===== config.mk =====
export PLATFORM = sky130hd
export DESIGN_NAME = calc_display_mux_flat
export DESIGN_NICKNAME = d
export VERILOG_FILES = /design/src/rtl/calc_display_mux_if.sv /design/src/rtl/calc_display_mux.sv /design/src/flat_wrapper.sv
export SDC_FILE = /design/constraint.sdc
export NUM_CORES = 1
export LEC_CHECK = 0
export ABC_CLOCK_PERIOD_IN_PS = 3450
export BUFFER_PORTS_ARGS = -buffer_cell sky130_fd_sc_hd__buf_4
export CAP_MARGIN = 15
export CORE_AREA = 2 2 91 180
export CTS_CLUSTER_DIAMETER = 30
export DETAILED_ROUTE_END_ITERATION = 12
export DIE_AREA = 0 0 93 182
export MAX_ROUTING_LAYER = met4
export SYNTH_ARGS = -nofsm -noshare
export SYNTH_HDL_FRONTEND = slang
export SYNTH_SLANG_ARGS = --single-unit

===== constraint.sdc =====
create_clock -name clock -period 3.45 [get_ports clock]
set_input_delay 1.035 -clock clock [delete_from_list [all_inputs] [get_ports clock]]
set_output_delay 1.035 -clock clock [all_outputs]
set_load 0.1 [all_outputs]

===== src/rtl/calc_display_mux_if.sv =====
// calc_display_mux_if: bundles the calculator-side inputs (segment patterns,
// status) and the board-side outputs (shared segment bus, anodes, debug index).
//   master : drives displays/status, observes seg/an/digit_sel
//   slave  : the display multiplexer itself
interface calc_display_mux_if;
    logic [6:0] displays [7:0];
    logic [1:0] status;
    logic [6:0] seg;
    logic [7:0] an;
    logic [2:0] digit_sel;

    modport master (
        output displays,
        output status,
        input  seg,
        input  an,
        input  digit_sel
    );

    modport slave (
        input  displays,
        input  status,
        output seg,
        output an,
        output digit_sel
    );
endinterface


===== src/rtl/calc_display_mux.sv =====
// calc_display_mux: time-multiplexed driver for eight active-low 7-segment
// digits. Snapshots a whole frame of patterns at each frame start so digits
// never tear, blanks all anodes for GUARD cycles at each slot start, and
// blinks the segments when the calculator reports an error.
// Ports:
//   clock      - system clock, rising edge
//   reset      - asynchronous active-low reset
//   bus.slave  - displays[7:0] / status in; seg, an, digit_sel out (registered)
module calc_display_mux #(
    parameter int unsigned REFRESH_DIV  = 1000,
    parameter int unsigned GUARD        = 2,
    parameter int unsigned BLINK_FRAMES = 32
) (
    input  logic               clock,
    input  logic               reset,
    calc_display_mux_if.slave  bus
);

    localparam int unsigned PH_W   = (REFRESH_DIV  > 2) ? $clog2(REFRESH_DIV)  : 1;
    localparam int unsigned FC_W   = (BLINK_FRAMES > 2) ? $clog2(BLINK_FRAMES) : 1;
    localparam int unsigned SEG_W  = 7;
    localparam int unsigned DIG_W  = 3;
    localparam int unsigned AN_W   = 8;

    localparam logic [PH_W-1:0]  PH_LAST   = PH_W'(REFRESH_DIV - 1);
    localparam logic [FC_W-1:0]  FC_LAST   = FC_W'(BLINK_FRAMES - 1);
    localparam logic [SEG_W-1:0] SEG_BLANK = 7'h7F;
    localparam logic [AN_W-1:0]  AN_OFF    = 8'hFF;

    logic [PH_W-1:0]  ph_q,    ph_d;
    logic [DIG_W-1:0] dig_q,   dig_d;
    logic [FC_W-1:0]  fcnt_q,  fcnt_d;
    logic             blink_q, blink_d;
    logic             err_q,   err_d;
    logic [SEG_W-1:0] frame_q [7:0];
    logic [SEG_W-1:0] frame_d [7:0];

    logic [SEG_W-1:0] seg_q,       seg_d;
    logic [AN_W-1:0]  an_q,        an_d;
    logic [DIG_W-1:0] digit_sel_q, digit_sel_d;

    logic frame_start;
    logic in_guard;

    // State registers
    always_ff @(posedge clock or negedge reset) begin
        if (!reset) begin
            ph_q        <= '0;
            dig_q       <= '0;
            fcnt_q      <= '0;
            blink_q     <= 1'b0;
            err_q       <= 1'b0;
            for (int i = 0; i < 8; i++) begin
                frame_q[i] <= SEG_BLANK;
            end
            seg_q       <= SEG_BLANK;
            an_q        <= AN_OFF;
            digit_sel_q <= '0;
        end else begin
            ph_q        <= ph_d;
            dig_q       <= dig_d;
            fcnt_q      <= fcnt_d;
            blink_q     <= blink_d;
            err_q       <= err_d;
            for (int i = 0; i < 8; i++) begin
                frame_q[i] <= frame_d[i];
            end
            seg_q       <= seg_d;
            an_q        <= an_d;
            digit_sel_q <= digit_sel_d;
        end
    end

    // Slot sequencing, frame snapshot and blink timebase.
    // (ph_q, dig_q) name the slot the next edge presents, so a frame start is
    // the edge where both are zero.
    always_comb begin
        ph_d    = ph_q + PH_W'(1);
        dig_d   = dig_q;
        fcnt_d  = fcnt_q;
        blink_d = blink_q;
        err_d   = err_q;
        for (int i = 0; i < 8; i++) begin
            frame_d[i] = frame_q[i];
        end

        frame_start = (ph_q == '0) && (dig_q == '0);

        if (ph_q == PH_LAST) begin
            ph_d  = '0;
            dig_d = dig_q + DIG_W'(1);
        end

        if (frame_start) begin
            for (int i = 0; i < 8; i++) begin
                frame_d[i] = bus.displays[i];
            end
            err_d = (bus.status == 2'b11);
            if (fcnt_q == FC_LAST) begin
                fcnt_d  = '0;
                blink_d = ~blink_q;
            end else begin
                fcnt_d  = fcnt_q + FC_W'(1);
            end
        end
    end

    // Next output values; they use the freshly snapshotted frame so data
    // captured at a frame start can appear on that same edge when GUARD=0.
    always_comb begin
        an_d        = AN_OFF;
        seg_d       = SEG_BLANK;
        digit_sel_d = dig_q;

        in_guard = (32'(ph_q) < GUARD);

        if (!in_guard) begin
            an_d = ~(AN_W'(1) << dig_q);
            if (!(err_d && blink_d)) begin
                seg_d = frame_d[dig_q];
            end
        end
    end

    assign bus.seg       = seg_q;
    assign bus.an        = an_q;
    assign bus.digit_sel = digit_sel_q;

endmodule


===== src/flat_wrapper.sv =====
// flat-port wrapper written by rule: the top's interface ports become plain ports
module calc_display_mux_flat 
#(
    parameter int unsigned REFRESH_DIV  = 1000,
    parameter int unsigned GUARD        = 2,
    parameter int unsigned BLINK_FRAMES = 32
)
  (clock, reset, bus_displays, bus_status, bus_seg, bus_an, bus_digit_sel);
  calc_display_mux_if bus_i ();
  input  logic clock;
  input  logic reset;
  input wire logic [$bits(bus_i.displays)-1:0] bus_displays;
  input wire logic [$bits(bus_i.status)-1:0] bus_status;
  output wire logic [$bits(bus_i.seg)-1:0] bus_seg;
  output wire logic [$bits(bus_i.an)-1:0] bus_an;
  output wire logic [$bits(bus_i.digit_sel)-1:0] bus_digit_sel;
  assign bus_i.displays = {>>{bus_displays}};
  assign bus_i.status = bus_status;
  assign bus_seg = bus_i.seg;
  assign bus_an = bus_i.an;
  assign bus_digit_sel = bus_i.digit_sel;
  calc_display_mux #(.REFRESH_DIV(REFRESH_DIV), .GUARD(GUARD), .BLINK_FRAMES(BLINK_FRAMES)) u_core (.clock(clock), .reset(reset), .bus(bus_i));
endmodule

Word level (Yosys, flattened, before mapping)

Index checks and enable logic that the tools add are counted.

Equality and inequality tests: 3
Divide/modulo/power cells: 0
Reductions and logical operators: 4
Multipliers: 0
Bitwise gates (word level): 2
Shift-type cells: 1
Add/sub/neg operators: 3
Mux-type cells: 11
$lt $le $gt $ge: 2

Operator list:

| kind                    | count |
|---|---|
| $mux W56                | 1 |
| $bmux W7 S3             | 1 |
| $mux W7                 | 3 |
| $add A10 B1 Y10 const B | 1 |
| $eq A10 B10 Y1 const B  | 1 |
| $logic_not A10 Y1       | 1 |
| $lt A10 B2 Y1 const B   | 1 |
| $mux W10                | 1 |
| $mux W8                 | 1 |
| $not A8 Y8              | 1 |
| $shl A1 B3 Y8 const A   | 1 |
| $add A5 B1 Y5 const B   | 1 |
| $eq A5 B5 Y1 const B    | 1 |
| $mux W5                 | 1 |
| $lt A3 B4 Y1 const B    | 1 |
| $add A3 B1 Y3 const B   | 1 |
| $logic_not A3 Y1        | 1 |
| $mux W1                 | 3 |
| $eq A2 B2 Y1 const B    | 1 |
| $logic_and A1 B1 Y1     | 2 |
| $not A1 Y1              | 1 |

Output and inout port bits: 18
Flip-flop bits (word level): 94
Memories kept: 0
ROM bits: 0
Word-level logic and storage cells: 42
RAM bits: 0
Bits of input ports: 60
Bits in latches: 0

Longest topological paths before layout

Gate-level depths: netlist (run 1).

Word-level depth: 7
Depth in mapped cells: 12
Mapped depth without buffers: 7

Worst setup path before layout (run 1)

Ideal clock, no wire load.

Path type: flip-flop to flip-flop
Start point: register u_core.dig_q[1]
End point: register u_core.frame_q[33] (netlist name)
Path slack: 0.916 ns
Required time: 3.368 ns
Arrival time: 2.452 ns
Setup time: 0.082 ns
Stages on the path, launching flop included: 11
Path through: dfrtp_1 -> clkdlybuf4s50_2 -> inv_1 -> ha_1 -> and3b_1 -> buf_6 -> nand3_4 -> buf_6 -> buf_4 -> buf_2 -> mux2_2

RTL lines:

| element                        | line                   | text |
|---|---|---|
| start: declaration             | calc_display_mux.sv:31 | `logic [DIG_W-1:0] dig_q, dig_d;` |
| start signal: assignment       | calc_display_mux.sv:61 | `dig_q <= dig_d;` |
| end signal: indexed assignment | calc_display_mux.sv:66 | `frame_q[i] <= frame_d[i];` |
| end: declaration               | calc_display_mux.sv:35 | `logic [SEG_W-1:0] frame_q [7:0];` |

Worst setup path after layout (run 1)

Start point: register u_core.dig_q[1]
End point: register u_core.seg_q[6] (netlist: u_core.bus.seg[6])

Cells in the longest elaborated chain, start to end: 7

Ends and longest elaborated chain:

| element                       | line                    | text |
|---|---|---|
| $logic_not A3 Y1              | calc_display_mux.sv:87  | `frame_start = (ph_q == '0) && (dig_q == '0);` |
| $logic_and A1 B1 Y1           | calc_display_mux.sv:87  |  |
| $mux W56                      | calc_display_mux.sv:94  | `if (frame_start) begin` |
| $bmux W7 S3                   | calc_display_mux.sv:120 | `seg_d = frame_d[dig_q];` |
| $mux W7 (not written as such) | calc_display_mux.sv:120 |  |
| $mux W7 *                     | calc_display_mux.sv:119 | `if (!(err_d && blink_d)) begin` |
| $mux W7 *                     | calc_display_mux.sv:117 | `if (!in_guard) begin` |
| named net u_core.seg_d[6]     | calc_display_mux.sv:38  | `logic [SEG_W-1:0] seg_q, seg_d;` |
| end signal: assignment        | calc_display_mux.sv:68  | `seg_q <= seg_d;` |
| end: declaration              | calc_display_mux.sv:38  |  |

Mark *: on every way through the listed nets, which the timed path passes. The rest lies on a longest branch. The select of a mux whose other input is x is not followed.
A chain may end at the register's enable or synchronous reset.

==> results of run 1 <==
## worst max-delay path: stages (launching register included)
cell and delay, ps:
dfrtp_1 320, buf_4 220, inv_1 120, ha_1 220, and3b_1 320, nand3_4 180, buf_12 280, mux4_1 580
o22ai_1 150, nor2_1 70
## sequential cells by signal, indices dropped and copies added, names as in the netlist
register / flops
u_core.blink_q: 1
u_core.bus.an: 8
u_core.bus.digit_sel: 3
u_core.bus.seg: 7
u_core.dig_q: 3
u_core.err_q: 1
u_core.fcnt_q: 5
u_core.frame_q: 56
u_core.ph_q: 10
## kinds of logic after synthesis
group	count (synthesis)	share of synthesized area
multiplexers	108	0.281
AO/OA/AOI/OAI	43	0.0644
adder cells (fa/ha/maj)	10	0.0264
flip-flops	94	0.515
AND/OR/NAND/NOR	57	0.0631
XOR/XNOR	8	0.0148
buffers and inverters	25	0.0346
## placed cells by master (no fill, tap or decap), types with 4 or more instances in the layout
master     netlist  routed
buf_4            2      79
dfstp_2         71      71
mux2_2          53      53
mux2i_1         35      35
nand2_1         23      23
dfrtp_1         23      22
nor2_1          18      18
mux4_2          13      13
o21ai_0         10      10
ha_1            10      10
a31oi_1          9       9
clkbuf_16        0       9
a221oi_1         7       7
o22ai_1          7       7
mux2_1           6       6
inv_1            5       5
xnor2_1          5       5
clkinv_2         0       5
nand3_1          4       4
## stage by stage
step	setup slack (ps)	instances	utilization	power (uW)
after floorplan	916	345	-	1300
final	903	624	0.371	2360
after CTS	891	624	0.371	2400
after detailed placement	899	608	0.352	1400
after global routing	718	624	0.371	2460
after global placement	941	608	0.352	1400
## routing by layer
metal  vias up  routed length (um)  GRT usage
met5         -                   0          -
met4         0                 125     0.0406
met3         9                 707     0.0386
met2        89                4320      0.179
met1      1491                4550      0.172
li1       1428                   -          -
## power groups by stage
stage	Clock (uW)	Sequential, uW	Combinational (uW)
floorplan	0	1230	63.7
global placement	0	1200	197
detailed placement	0	1210	199
CTS	1010	1190	199
global route	1050	1190	215
finish	972	1190	195
## worst min-delay path by stage
stage | cells after the start | slack, ps | start | to
after global routing | 1 | 520 | u_core.ph_q[0]$_DFF_PN0_ | u_core.ph_q[0]$_DFF_PN0_
after floorplan | 0 | 400 | u_core.dig_q[1]$_DFFE_PN0N_ | u_core.bus.digit_sel[1]$_DFF_PN0_
after CTS | 1 | 470 | u_core.fcnt_q[3]$_DFFE_PN0N_ | u_core.fcnt_q[3]$_DFFE_PN0N_
final | 1 | 460 | u_core.fcnt_q[3]$_DFFE_PN0N_ | u_core.fcnt_q[3]$_DFFE_PN0N_
after global placement | 1 | 460 | u_core.fcnt_q[3]$_DFFE_PN0N_ | u_core.fcnt_q[3]$_DFFE_PN0N_
after detailed placement | 1 | 460 | u_core.fcnt_q[3]$_DFFE_PN0N_ | u_core.fcnt_q[3]$_DFFE_PN0N_
## area by class of cell
cell class	instances	area share
Sequential cell	94	0.422
Multi-Input combinational cell	226	0.369
Timing Repair Buffer	82	0.113
Tap cell	201	0.0435
Clock buffer	9	0.0389
Clock inverter	7	0.0110
Inverter	5	0.00324
==> reports/results.tsv, run 1 <==
metric	value	unit
die_w	93	um
peakVddDrop	0.317	mV
p_int	1830	uW
synth-warning-count	0	
grt_pass1_wl	16200	um
postSynthCellCount	345	
async_flop_share	1.00	
clockPowerShare	0.413	
synth_top_cell_by_area	dfstp_2	
core	15600	um^2
cts.root.buffer_cell	clkbuf_16	
vias	3017	
ios	78	
cp-end-kind	flop	
multi_input_area	2130	um^2
cp.required	3710	ps
leakagePower	0.00238	uW
postCtsResizedCells	0	
worstSetupStartpoint	u_core.dig_q[1]$_DFFE_PN0N_	
hold_path.class	reg -> reg	
fin_setup_tns	0	ps
report.final.hold_viol_count	0	
cts_max_path_buffers	2	
avgSynthCellArea	13.7	um^2
r2r_cells	9	
p_seq_frac	0.505	
yosys-top-cells-area	dfstp_2 (39%), mux2_2 (13%), dfrtp_1 (12%), mux2i_1 (7.4%), mux4_2 (6.2%)	
fillers	1532	
syn2layout_area_growth	22.2	%
grt_max_degree	57	
drt-pass1-iter-count	4	
drc_errors	0	
htreeDepth	3	
outcome	completed	
via_per_inst	4.83	
crit_arrival	2810	ps
placed_cell_area	5500	um^2
drv_cap	0	
cts.hold.buffers_added	0	
detailedPlacementHpwl	6970	um
netlist-cell-type-count	40	
slew_viol_final	0	
worstMarginPinSlew	956	ps
p_comb_frac	0.083	
reg2reg_slack	900	ps
fp.dieH	182	um
synthFlopType	dfstp_2	
clk_pin_slew_worst_paths	60	ps
drt_iter0_drc	149	
ys_ff_latch	94	
yosysSeqAreaShare	0.515	
gp_congestion	0.736	
post_cts_buffers	0	
wl_per_cell	15.5	um
grt_pass1_vias	3134	
placement.io_buffers	77	
cp-endpoint	u_core.bus.seg[6]$_DFF_PN1_	
reg2reg_to	u_core.bus.seg[6]$_DFF_PN1_	
track_usage	0.126	
diodes	0	
syn_nets	415	
worstSkewPairLatency	350	ps
routed_wl	9700	um
crit_path_max_fanout	48	
nets	488	
synth_top_area_frac	0.394	
crit_type	reg -> reg	
final_antenna_net_count	0	
regArea	2440	um^2
switching_share	0.225	
hold_ws	460	ps
switchingPower	529	uW
antenna_found_initial	0	
reg2reg_from	u_core.dig_q[1]$_DFFE_PN0N_	
rsz0062_at_grt	no	
fmax	393	MHz
cts_tree	yes	
syn_area	4740	um^2
setup_viol	0	
die-area	16900	um^2
fin_crit	2550	ps
drive_gt1_frac	0.574	
synth_edf_count	0	
post-route-period-util	0.738	
synthMostInstantiatedCell	dfstp_2	
fin_area	5790	um^2
slew_headroom	0.358	
powerDensity	407	nW/um^2
cts_buffers	9	
globalRoute.totalOverflow	0	
start_kind	flop	
start_util	0.303	
skew	7.88	ps
cts_sinks	94	
num_rows	65	
synth_commonest_cells	dfstp_2 (71), mux2_2 (53), mux2i_1 (35), dfrtp_1 (23), nand2_1 (23)	
No activity file was read; power rests on OpenSTA's default activity.
==> inputs of run 2 (changes only) <==
ABC_AREA = 1   (was not set)
ABC_CLOCK_PERIOD_IN_PS = 2450   (was 3450)
CORE_AREA = 2 2 93 185   (was 2 2 91 180)
DIE_AREA = 0 0 95 187   (was 0 0 93 182)
clock period = 2.45 ns   (was 3.45 ns; I/O delays follow)
==> reports/results.tsv, run 2 <==
metric	value	unit
num_rows	67	
place_ws	522	ps
cp.required	2720	ps
vias	4045	
layout_commonest_cell	nand3_1	
cts_sinks	94	
final_antenna_net_count	0	
layout_common_cells	nand3_1 (145), inv_1 (104), buf_4 (90), nand2_1 (81), dfstp_2 (71)	
routed_wl	12800	um
gp_congestion	0.793	
htreeDepth	3	
die_w	95	um
drive_gt1_frac	0.279	
postSynthCellCount	592	
multi_input_area	1980	um^2
syn2layout_area_growth	21.8	%
slew_headroom	0.691	
track_usage	0.155	
switching_share	0.238	
drc_errors	0	
rsz0062_at_grt	no	
worstMarginPinSlew	463	ps
largest_reg_flops	56	
timing.final.ws_setup	497	ps
cts.hold.buffers_added	0	
core	16500	um^2
placement.io_buffers	77	
nets	736	
synthMostInstantiatedCell	nand3_1	
avgSynthCellArea	8.46	um^2
cpPeakStageDelay	400	ps
p_int	2610	uW
slew_viol_final	0	
drt_iter0_drc	254	
fp.dieH	187	um
fmax	512	MHz
cts_buffers	9	
fin_setup_tns	0	ps
drv_cap	0	
reg2reg_from	u_core.dig_q[0]$_DFFE_PN0N_	
start_kind	flop	
p_comb_frac	0.087	
crit_chain	inv_1, ha_1, and3_2, buf_4, nand3_1, nand3_1, nand3_1, nand3_1, nand3_1	
skew	9.15	ps
start_util	0.303	
yosys-top-cells-area	dfstp_2 (37%), nand3_1 (14%), dfrtp_1 (11%), inv_1 (7.8%), and2_1 (7.0%)	
worstSetupStartpoint	u_core.dig_q[0]$_DFFE_PN0N_	
fillers	1677	
regMostFlops	u_core.frame_q	
detailedPlacementHpwl	8650	um
synth_top_cell_by_area	dfstp_2	
crit_arrival	2220	ps
hold_path.class	reg -> reg	
clk_pin_slew_worst_paths	70	ps
via_per_inst	4.61	
fin_crit	1950	ps
globalRoute.totalOverflow	0	
grt_max_degree	58	
setup_viol	0	
cts_tree	yes	
leakagePower	0.00303	uW
die-area	17800	um^2
syn_nets	662	
powerDensity	561	nW/um^2
reg2reg_slack	500	ps
yosysSeqAreaShare	0.487	
antenna_found_initial	0	
syn_area	5010	um^2
drt-pass1-iter-count	4	
cp-end-kind	flop	
synthFlopType	dfstp_2	
clockPowerShare	0.427	
post-route-period-util	0.797	
diodes	0	
crit_path_top_delay_cell	buf_4	
cts.root.buffer_cell	clkbuf_16	
post_cts_buffers	0	
worstSkewPairLatency	350	ps
worst_path_most_repeated_cell	nand3_1	
crit_type	reg -> reg	
placed_cell_area	5790	um^2
synth_commonest_cells	nand3_1 (145), inv_1 (104), nand2_1 (81), dfstp_2 (71), and2_1 (56)	
crit_path_max_fanout	40	
grt_pass1_vias	3993	
report.final.hold_viol_count	0	
regArea	2440	um^2
p_seq_frac	0.486	
ios	78	
ys_ff_latch	94	
cts_max_path_buffers	2	
async_flop_share	1.00	
synth_edf_count	0	
grt_pass1_wl	20800	um
netlist-cell-type-count	30	
hold_path.startpoint	u_core.ph_q[0]$_DFF_PN0_	
synth-warning-count	0	
switchingPower	815	uW
synth_top_area_frac	0.372	
peakVddDrop	0.343	mV
outcome	completed	
wl_per_cell	14.5	um
postCtsResizedCells	0	
fin_area	6100	um^2
-- run 2: worst paths after layout --
path                                                      to  depth (start not counted)
min in group asynchronous       u_core.frame_q[25]$_DFF_PN1_                          1
max in group asynchronous         u_core.bus.an[4]$_DFF_PN1_                          2
worst max register to register   u_core.bus.seg[5]$_DFF_PN1_                          9
worst min-delay path                u_core.ph_q[0]$_DFF_PN0_                          1
worst min register to register      u_core.ph_q[0]$_DFF_PN0_                          1
worst max-delay path             u_core.bus.seg[5]$_DFF_PN1_                          9
-- run 2: metrics by stage --
step | cells | total power (uW) | hold slack (ps) | util
3_5_place_dp | 862 | 1990 | 477 | 0.351
5_1_grt | 878 | 3560 | 512 | 0.369
3_3_place_gp | 862 | 1980 | 468 | 0.351
2_1_floorplan | 592 | 1840 | 417 | -
6_report | 878 | 3420 | 492 | 0.369
4_1_cts | 878 | 3450 | 492 | 0.369
-- run 2: worst max-delay path: cells and delay by family, from the launching register on --
kind                       cells  cell delay [ps]
and+or+nand+nor                6              850
buffers and inverters          2              470
DFF                            1              380
adders and majority gates      1              180
-- run 2: kinds of logic (layout without fill, tap and decap cells) --
logic type,Yosys count,in the layout,share of synthesized area
simple gates,334,334,0.343
buf+inv,134,213,0.117
flops,94,94,0.487
compound gates,16,16,0.0200
fa+ha+maj,10,10,0.0250
xor+xnor,4,4,0.00699
-- run 2: cell type report --
class                   instances  share of cell area
multi-input cells             364               0.325
flip-flops and latches         94               0.400
clock buffers                  10              0.0392
repair buffers                 92               0.117
inverters                     105              0.0646
well taps                     207              0.0425
clock inverters                 6              0.0113
-- run 2: power by group through the flow --
| stage | Combinational, uW | Clock, uW | Sequential [uW] |
|---|---|---|---|
| 2_1_floorplan | 110 | 0 | 1730 |
| 3_3_place_gp | 296 | 0 | 1690 |
| 3_5_place_dp | 298 | 0 | 1690 |
| 4_1_cts | 301 | 1490 | 1660 |
| 5_1_grt | 329 | 1560 | 1670 |
| 6_report | 296 | 1460 | 1660 |
-- run 2: routing by layer --
layer  up-vias  global-route usage  part of all wire
li1       2013                   -                 -
met1      1921               0.215              0.47
met2       101               0.235              0.47
met3        10              0.0205             0.042
met4         0              0.0491             0.013
met5         -                   -                 0
